## src/rtl/lisp_pkg.sv

```systemverilog
// Shared definitions for the lisp machine memory subsystem.
// Holds the word size, the hardware-register window decode and the arbiter enums.
package lisp_pkg;

    localparam int WORD_SIZE = 20;

    // A word address with bits [15:7] == 9'h1FF falls in the hardware-register window.
    localparam logic [8:0] HWREG_PREFIX = 9'h1FF;
    localparam int         HWREG_HI     = 15;
    localparam int         HWREG_LO     = 7;

    typedef enum logic [1:0] {
        ARB_A_PRI,
        ARB_B_FORCED,
        ARB_B_BURST
    } arb_state_e;

    typedef enum logic [1:0] {
        OWN_NONE,
        OWN_A,
        OWN_B
    } owner_e;

endpackage

```

## src/rtl/mem_arb_owner_pipe.sv

```systemverilog
// Tracks which port owns the read data returning from the memory next cycle
// and steers mem_rdata to that port, holding the other port's data.
module mem_arb_owner_pipe #(
    parameter int WORD_SIZE = lisp_pkg::WORD_SIZE
) (
    input  logic                 clk,
    input  logic                 reset_n,
    input  logic                 a_gnt,
    input  logic                 a_we,
    input  logic                 b_gnt,
    input  logic                 b_we,
    input  logic                 b_hwreg,
    input  logic [WORD_SIZE-1:0] mem_rdata,
    output logic                 a_rvalid,
    output logic [WORD_SIZE-1:0] a_rdata,
    output logic                 b_rvalid,
    output logic [WORD_SIZE-1:0] b_rdata,
    output logic                 b_err
);
    import lisp_pkg::*;

    owner_e               owner_q, owner_d;
    logic                 err_q, err_d;
    logic                 hwrd_q, hwrd_d;
    logic [WORD_SIZE-1:0] a_hold_q, a_hold_d;
    logic [WORD_SIZE-1:0] b_hold_q, b_hold_d;

    always_comb begin
        owner_d = OWN_NONE;
        if (a_gnt && !a_we) begin
            owner_d = OWN_A;
        end else if (b_gnt && !b_we) begin
            owner_d = OWN_B;
        end
        err_d  = b_gnt && b_hwreg;
        hwrd_d = b_gnt && !b_we && b_hwreg;

        // Gated by reset so an access in flight when reset hits never reports.
        a_rvalid = reset_n && (owner_q == OWN_A);
        b_rvalid = reset_n && (owner_q == OWN_B);
        b_err    = reset_n && err_q;

        a_rdata = a_rvalid ? mem_rdata : a_hold_q;
        b_rdata = b_hold_q;
        if (b_rvalid) begin
            b_rdata = hwrd_q ? '0 : mem_rdata;
        end
        a_hold_d = a_rdata;
        b_hold_d = b_rdata;
    end

    always_ff @(posedge clk) begin
        if (!reset_n) begin
            owner_q  <= OWN_NONE;
            err_q    <= 1'b0;
            hwrd_q   <= 1'b0;
            a_hold_q <= '0;
            b_hold_q <= '0;
        end else begin
            owner_q  <= owner_d;
            err_q    <= err_d;
            hwrd_q   <= hwrd_d;
            a_hold_q <= a_hold_d;
            b_hold_q <= b_hold_d;
        end
    end

endmodule

```

## src/rtl/mem_port_arbiter.sv

```systemverilog
// Two-port arbiter for the single-port word memory: A has priority, B gets bursts.
// Define MEM_ARB_STARVE_GUARD_EN to add the B starvation guard (ARB_B_FORCED).
module mem_port_arbiter #(
    parameter int WORD_SIZE    = lisp_pkg::WORD_SIZE,
    parameter int STARVE_LIMIT = 8,
    parameter int MAX_BURST    = 4
) (
    input  logic                 clk,
    input  logic                 reset_n,
    input  logic                 a_req,
    input  logic [WORD_SIZE-1:0] a_addr,
    input  logic                 a_we,
    input  logic [WORD_SIZE-1:0] a_wdata,
    output logic                 a_gnt,
    output logic                 a_rvalid,
    output logic [WORD_SIZE-1:0] a_rdata,
    input  logic                 b_req,
    input  logic [WORD_SIZE-1:0] b_addr,
    input  logic                 b_we,
    input  logic [WORD_SIZE-1:0] b_wdata,
    input  logic                 b_lock,
    output logic                 b_gnt,
    output logic                 b_rvalid,
    output logic [WORD_SIZE-1:0] b_rdata,
    output logic                 b_err,
    output logic [WORD_SIZE-1:0] mem_addr,
    output logic [WORD_SIZE-1:0] mem_wdata,
    output logic                 mem_we,
    input  logic [WORD_SIZE-1:0] mem_rdata
);
    import lisp_pkg::*;

    if (STARVE_LIMIT < 1 || STARVE_LIMIT > 255) begin : g_bad_starve
        $error("STARVE_LIMIT out of range 1..255");
    end
    if (MAX_BURST < 1 || MAX_BURST > 15) begin : g_bad_burst
        $error("MAX_BURST out of range 1..15");
    end

    localparam logic [3:0] BURST_MAX = 4'(MAX_BURST);

    arb_state_e state_q, state_d;
    logic [3:0] burst_q, burst_d;
    logic       use_pri;
    logic       burst_go;
    logic       b_hwreg;

`ifdef MEM_ARB_STARVE_GUARD_EN
    localparam logic [7:0] STARVE_MAX = 8'(STARVE_LIMIT);
    logic [7:0] starve_q, starve_d;
`endif

    assign b_hwreg = (b_addr[HWREG_HI:HWREG_LO] == HWREG_PREFIX);

    always_comb begin
        state_d  = state_q;
        burst_d  = burst_q;
        a_gnt    = 1'b0;
        b_gnt    = 1'b0;
        use_pri  = 1'b0;
        burst_go = b_req && b_lock && (burst_q < BURST_MAX);
`ifdef MEM_ARB_STARVE_GUARD_EN
        starve_d = starve_q;
`endif
        unique case (state_q)
`ifdef MEM_ARB_STARVE_GUARD_EN
            ARB_B_FORCED: begin
                b_gnt    = b_req;
                state_d  = ARB_A_PRI;
                burst_d  = '0;
                starve_d = '0;
            end
`endif
            ARB_B_BURST: begin
                if (burst_go) begin
                    b_gnt   = 1'b1;
                    burst_d = burst_q + 4'd1;
`ifdef MEM_ARB_STARVE_GUARD_EN
                    starve_d = '0;
`endif
                end else begin
                    use_pri = 1'b1;
                end
            end
            default: use_pri = 1'b1;
        endcase

        // A burst that ends falls straight back to fixed priority this cycle.
        if (use_pri) begin
            a_gnt   = a_req;
            b_gnt   = b_req && !a_req;
            state_d = ARB_A_PRI;
            burst_d = '0;
            if (b_gnt && b_lock) begin
                state_d = ARB_B_BURST;
                burst_d = 4'd1;
            end
`ifdef MEM_ARB_STARVE_GUARD_EN
            if (b_req && !b_gnt) begin
                starve_d = (starve_q == STARVE_MAX) ? starve_q : starve_q + 8'd1;
            end else begin
                starve_d = '0;
            end
            if (b_req && (starve_d == STARVE_MAX)) begin
                state_d = ARB_B_FORCED;
            end
`endif
        end

        if (!reset_n) begin
            a_gnt = 1'b0;
            b_gnt = 1'b0;
        end
    end

    always_comb begin
        mem_addr  = '0;
        mem_wdata = '0;
        mem_we    = 1'b0;
        if (a_gnt) begin
            mem_addr  = a_addr;
            mem_wdata = a_wdata;
            mem_we    = a_we;
        end else if (b_gnt) begin
            mem_addr  = b_addr;
            mem_wdata = b_wdata;
            mem_we    = b_we && !b_hwreg;
        end
    end

    always_ff @(posedge clk) begin
        if (!reset_n) begin
            state_q <= ARB_A_PRI;
            burst_q <= '0;
`ifdef MEM_ARB_STARVE_GUARD_EN
            starve_q <= '0;
`endif
        end else begin
            state_q <= state_d;
            burst_q <= burst_d;
`ifdef MEM_ARB_STARVE_GUARD_EN
            starve_q <= starve_d;
`endif
        end
    end

    mem_arb_owner_pipe #(
        .WORD_SIZE(WORD_SIZE)
    ) u_owner_pipe (
        .clk      (clk),
        .reset_n  (reset_n),
        .a_gnt    (a_gnt),
        .a_we     (a_we),
        .b_gnt    (b_gnt),
        .b_we     (b_we),
        .b_hwreg  (b_hwreg),
        .mem_rdata(mem_rdata),
        .a_rvalid (a_rvalid),
        .a_rdata  (a_rdata),
        .b_rvalid (b_rvalid),
        .b_rdata  (b_rdata),
        .b_err    (b_err)
    );

endmodule
```

## config.mk

```make
export PLATFORM = sky130hd
export DESIGN_NAME = mem_port_arbiter
export DESIGN_NICKNAME = d
export VERILOG_FILES = /design/src/rtl/lisp_pkg.sv /design/src/rtl/mem_arb_owner_pipe.sv /design/src/rtl/mem_port_arbiter.sv
export SDC_FILE = /design/constraint.sdc
export NUM_CORES = 1
export LEC_CHECK = 0
export BUFFER_PORTS_ARGS = -buffer_cell sky130_fd_sc_hd__buf_2
export CAP_MARGIN = 30
export CORE_MARGIN = 2
export CORE_UTILIZATION = 40
export CTS_CLUSTER_SIZE = 24
export DETAILED_ROUTE_END_ITERATION = 10
export PLACE_DENSITY = 0.76
export SLEW_MARGIN = 10
export SYNTH_ARGS = -nofsm -noshare
export SYNTH_HDL_FRONTEND = slang
export SYNTH_HIERARCHICAL = 1
export SYNTH_SLANG_ARGS = --single-unit
```

## constraint.sdc

```tcl
create_clock -name clk -period 3.7 [get_ports clk]
set_clock_uncertainty 0.15 [all_clocks]
set_input_delay 0.37 -clock clk [delete_from_list [all_inputs] [get_ports clk]]
set_output_delay 0.37 -clock clk [all_outputs]
set_load 0.03 [all_outputs]
```

==> run_results.csv <==
group,metric,value,unit
hold_path,hold_class,"in2reg",
synthesis,synth_fp_nets,462,
power,leakage,1.99,nW
floorplan,rows,31,
finish,drive_gt1_share,44.1,%
clock_tree,clock_sinks,49,
timing,fmaxAchievable,0.390,GHz
timing,final-setup-viol-count,0,
setup_path,cp_slowest_cell,"mux2_2",
setup_path,r2r_slack,1.99,ns
timing,drv_slew,0,
power,powerDensity,282,mW/mm2
power,seqPwrFrac,47.7,%
grt,grt_usage,20.7,%
placement,dp_hpwl,6870,um
timing,period_minus_slack,2.56,ns
clock_tree,h-tree-depth,2,
placement,dp_cells,622,
grt,antenna_found_initial,1,
setup_path,reg2reg_to,"u_owner_pipe/hwrd_q",
setup_path,cp_num_buf_inv,2,
routing,vias,3169,
timing,holdWs,0.180,ns
setup_path,cp.depth,5,
floorplan,core-area,0.00725,mm2
grt,grt_pass1_wl,13900,um
grt,grt_max_degree,46,
placement,io_buffers,192,
setup_path,path_cells,"nor2b_2 -> buf_4 -> nand2_2 -> mux2_2 -> buf_2",
synthesis,ys_types,35,
clock_tree,cts_hold_repair.buffers,0,
routing,drc,0,
power,ir_drop,0.130,mV
setup_path,rr_startpoint,"burst_q[3]",
synthesis,avgSynthCellArea,8.43,um2
power,clkPwrFrac,27.0,%
power,p_sw,0.352,mW
routing,ant_nets,0,
floorplan,dieArea,0.00816,mm2
synthesis,synth_seq_cells,49,
timing,rsz0062_at_grt,"false",
finish,nets,638,
synthesis,yosysWarnings,6,
routing,drt-initial-drc-count,124,
outcome,status,"finished clean",
floorplan,die_y,90.4,um
clock_tree,cts-root-buf,"clkbuf_8",
clock_tree,clk_pin_slew,0.09,ns
clock_tree,cts_made_buffers,5,
placement,postPlaceCellArea,0.00393,mm2
clock_tree,cts_resized,0,
setup_path,worst_setup_path_start_kind,"register",
power,swShare,31.0,%
floorplan,die_x,90.4,um
power,power_frac_comb,25.3,%
finish,syn_to_final_growth,34.5,%
routing,drt_wl_total,8890,um
setup_path,worstSetupEndpointType,"output port",
synthesis,synth_top_area_share,32.9,%
routing,viasPerCell,5.03,
setup_path,ff2ff_path_depth,4,
synthesis,yosysTopAreaCell,"dfxtp_1",
setup_path,crit_start,"u_owner_pipe/owner_q[0]",
setup_path,crit_fanout,21,
routing,first_pass_iters,4,
grt,grt_overflow,0,
clock_tree,clock_path_buffers,2,
placement,gp_congestion,0.872,
clock_tree,cts_tree,"yes",
floorplan,io_pins,193,
synthesis,seq_area_frac_synth,32.9,%
floorplan,initial_core_util,41.1,%
clock_tree,post_cts_buffers,0,
setup_path,crit_required,3.18,ns
run,max_cap_viol_count,0,
synthesis,synth_cells,354,
grt,grt_pass1_vias,2847,
synthesis,synthTopCellsByArea,"dfxtp_1 (33%), a22o_1 (11%), nand2_1 (11%)",
timing,fin_crit_sh,69.3,%
finish,antennaDiodeCount,0,
clock_tree,worstSkewPairLatency,0.29,ns
finish,design_area,0.00401,mm2
routing,routedWlPerCell,14.1,um
timing,hold_viol,0,
setup_path,critical_path.max_stage_delay,0.42,ns
setup_path,worstSetupPathType,"reg2out",
setup_path,endpoint,"a_rdata[7]",
synthesis,syn_area,0.00298,mm2
timing,fin_tns_setup,0,ns
finish,finalNonFillerCells,630,
finish,fill_cells,683,
timing,relSlewSlack,43.2,%
timing,tightest_slew,0.852,ns
power,power,1.13,mW
setup_path,critical_path.top_delay_family,"simple AND/OR/NAND/NOR gates",
power,internal_power,0.781,mW
setup_path,crit_arrival,2.04,ns
## layout make-up
type                            instances  area [um2]  share of cell area (%)
Multi-Input combinational cell        272        1800                    44.8
Tap cell                               99         124                    3.09
Clock buffer                            6        72.6                    1.81
Timing Repair Buffer                  198        1010                    25.3
Sequential cell                        49         981                    24.4
Clock inverter                          2        10.0                   0.249
Inverter                                4        15.0                   0.374
## logic make-up (layout without fill, tap and decap cells)
group / after synthesis / in the layout / share of synthesized area (%)
DFF: 49 / 49 / 32.9
adders and majority gates: 1 / 1 / 0.419
other: 1 / 1 / 0.126
and+or+nand+nor: 145 / 145 / 24.1
muxes: 20 / 20 / 7.55
AOI/OAI and AO/OA: 105 / 105 / 28.1
buffers and inverters: 33 / 210 / 6.88
## power by group through the flow
stage          Sequential (mW)  Clock, mW  Combinational (mW)
2_1_floorplan            0.552          0               0.177
5_1_grt                  0.542      0.339               0.307
4_1_cts                  0.541      0.314               0.288
3_3_place_gp             0.552          0               0.284
6_report                 0.540      0.305               0.287
3_5_place_dp             0.553          0               0.288
## worst min-delay path by stage
stage | from | endpoint | slack (ns) | cells after the start
2_1_floorplan | burst_q[0] | burst_q[0] | 0.27 | 1
4_1_cts | mem_rdata[17] | u_owner_pipe/a_hold_q[17] | 0.17 | 3
3_5_place_dp | u_owner_pipe/b_hold_q[5] | u_owner_pipe/b_hold_q[5] | 0.30 | 2
3_3_place_gp | u_owner_pipe/b_hold_q[7] | u_owner_pipe/b_hold_q[7] | 0.29 | 2
5_1_grt | mem_rdata[16] | u_owner_pipe/a_hold_q[16] | 0.18 | 3
6_report | mem_rdata[17] | u_owner_pipe/a_hold_q[17] | 0.18 | 3
## registers in the layout, summed over array words and instances, names as in the netlist
| name | cells |
|---|---|
| state_q | 1 |
| u_owner_pipe/err_q | 1 |
| burst_q | 4 |
| u_owner_pipe/b_hold_q | 20 |
| u_owner_pipe/hwrd_q | 1 |
| u_owner_pipe/owner_q | 2 |
| u_owner_pipe/a_hold_q | 20 |
## per-stage QoR
stage | setup WS, ns | utilization (%)
detailed placement | 1.11 | 54.2
CTS | 1.11 | 55.3
floorplan | 1.76 | -
global route | 0.941 | 55.3
finish | 1.14 | 55.3
global placement | 1.12 | 54.0
## synthesized netlist by cell type (all sizes together)
library cell / n
clkbuf: 14
and3: 2
o21ai: 20
nand2: 86
ha: 1
a211oi: 1
or2: 20
nand2b: 22
nand4bb: 1
dfxtp: 49
nand3: 2
nor3b: 1
nand3b: 2
a31oi: 1
nor2b: 2
mux2: 20
or4: 1
and2: 3
conb: 1
a22o: 40
nor2: 2
buf: 15
inv: 4
a21boi: 40
and4b: 1
a21oi: 2
a32o: 1
## worst min-delay path: cells and delay by family
kind / cells / cell delay (ns)
buf+inv: 1 / 0.11
compound gates: 1 / 0.06
simple gates: 1 / 0.05
## cell usage in the layout, fill, tap and decap left out
cell type  synthesis  layout
a211oi_1           1       1
a21boi_0          26      26
a21boi_1          14      14
a21oi_1            1       1
a21oi_4            1       1
a22o_1            37      37
a22o_4             3       3
a31oi_4            1       1
a32o_1             1       1
and2_1             3       3
and3_1             2       2
and4b_1            1       1
buf_2              5     192
buf_4              0       5
buf_8              0       1
clkbuf_1          14       1
clkbuf_8           0       5
clkinv_2           0       2
conb_1             1       1
dfxtp_1           49      49
ha_1               1       1
inv_1              4       4
mux2_2            20      20
nand2_1           85      85
nand2_2            1       1
nand2b_1          22      22
nand3_1            2       2
nand3b_1           2       2
nand4bb_1          1       1
nor2_1             2       2
nor2b_1            1       1
nor2b_2            1       1
nor3b_4            1       1
o21ai_0           18      18
o21ai_1            2       2
or2_0             18      18
or2_1              2       2
or4_4              1       1
## layer usage
layer | wire length, um | vias to the layer above | track usage [%] | part of all wire (%)
li1 | - | 1572 | - | -
met4 | 115 | 2 | 5.38 | 1.3
met3 | 606 | 11 | 4.84 | 6.8
met1 | 3760 | 1462 | 25.6 | 42
met5 | 15 | - | 0 | 0.17
met2 | 4400 | 122 | 36.2 | 49
(Power assumes the default switching activity.)
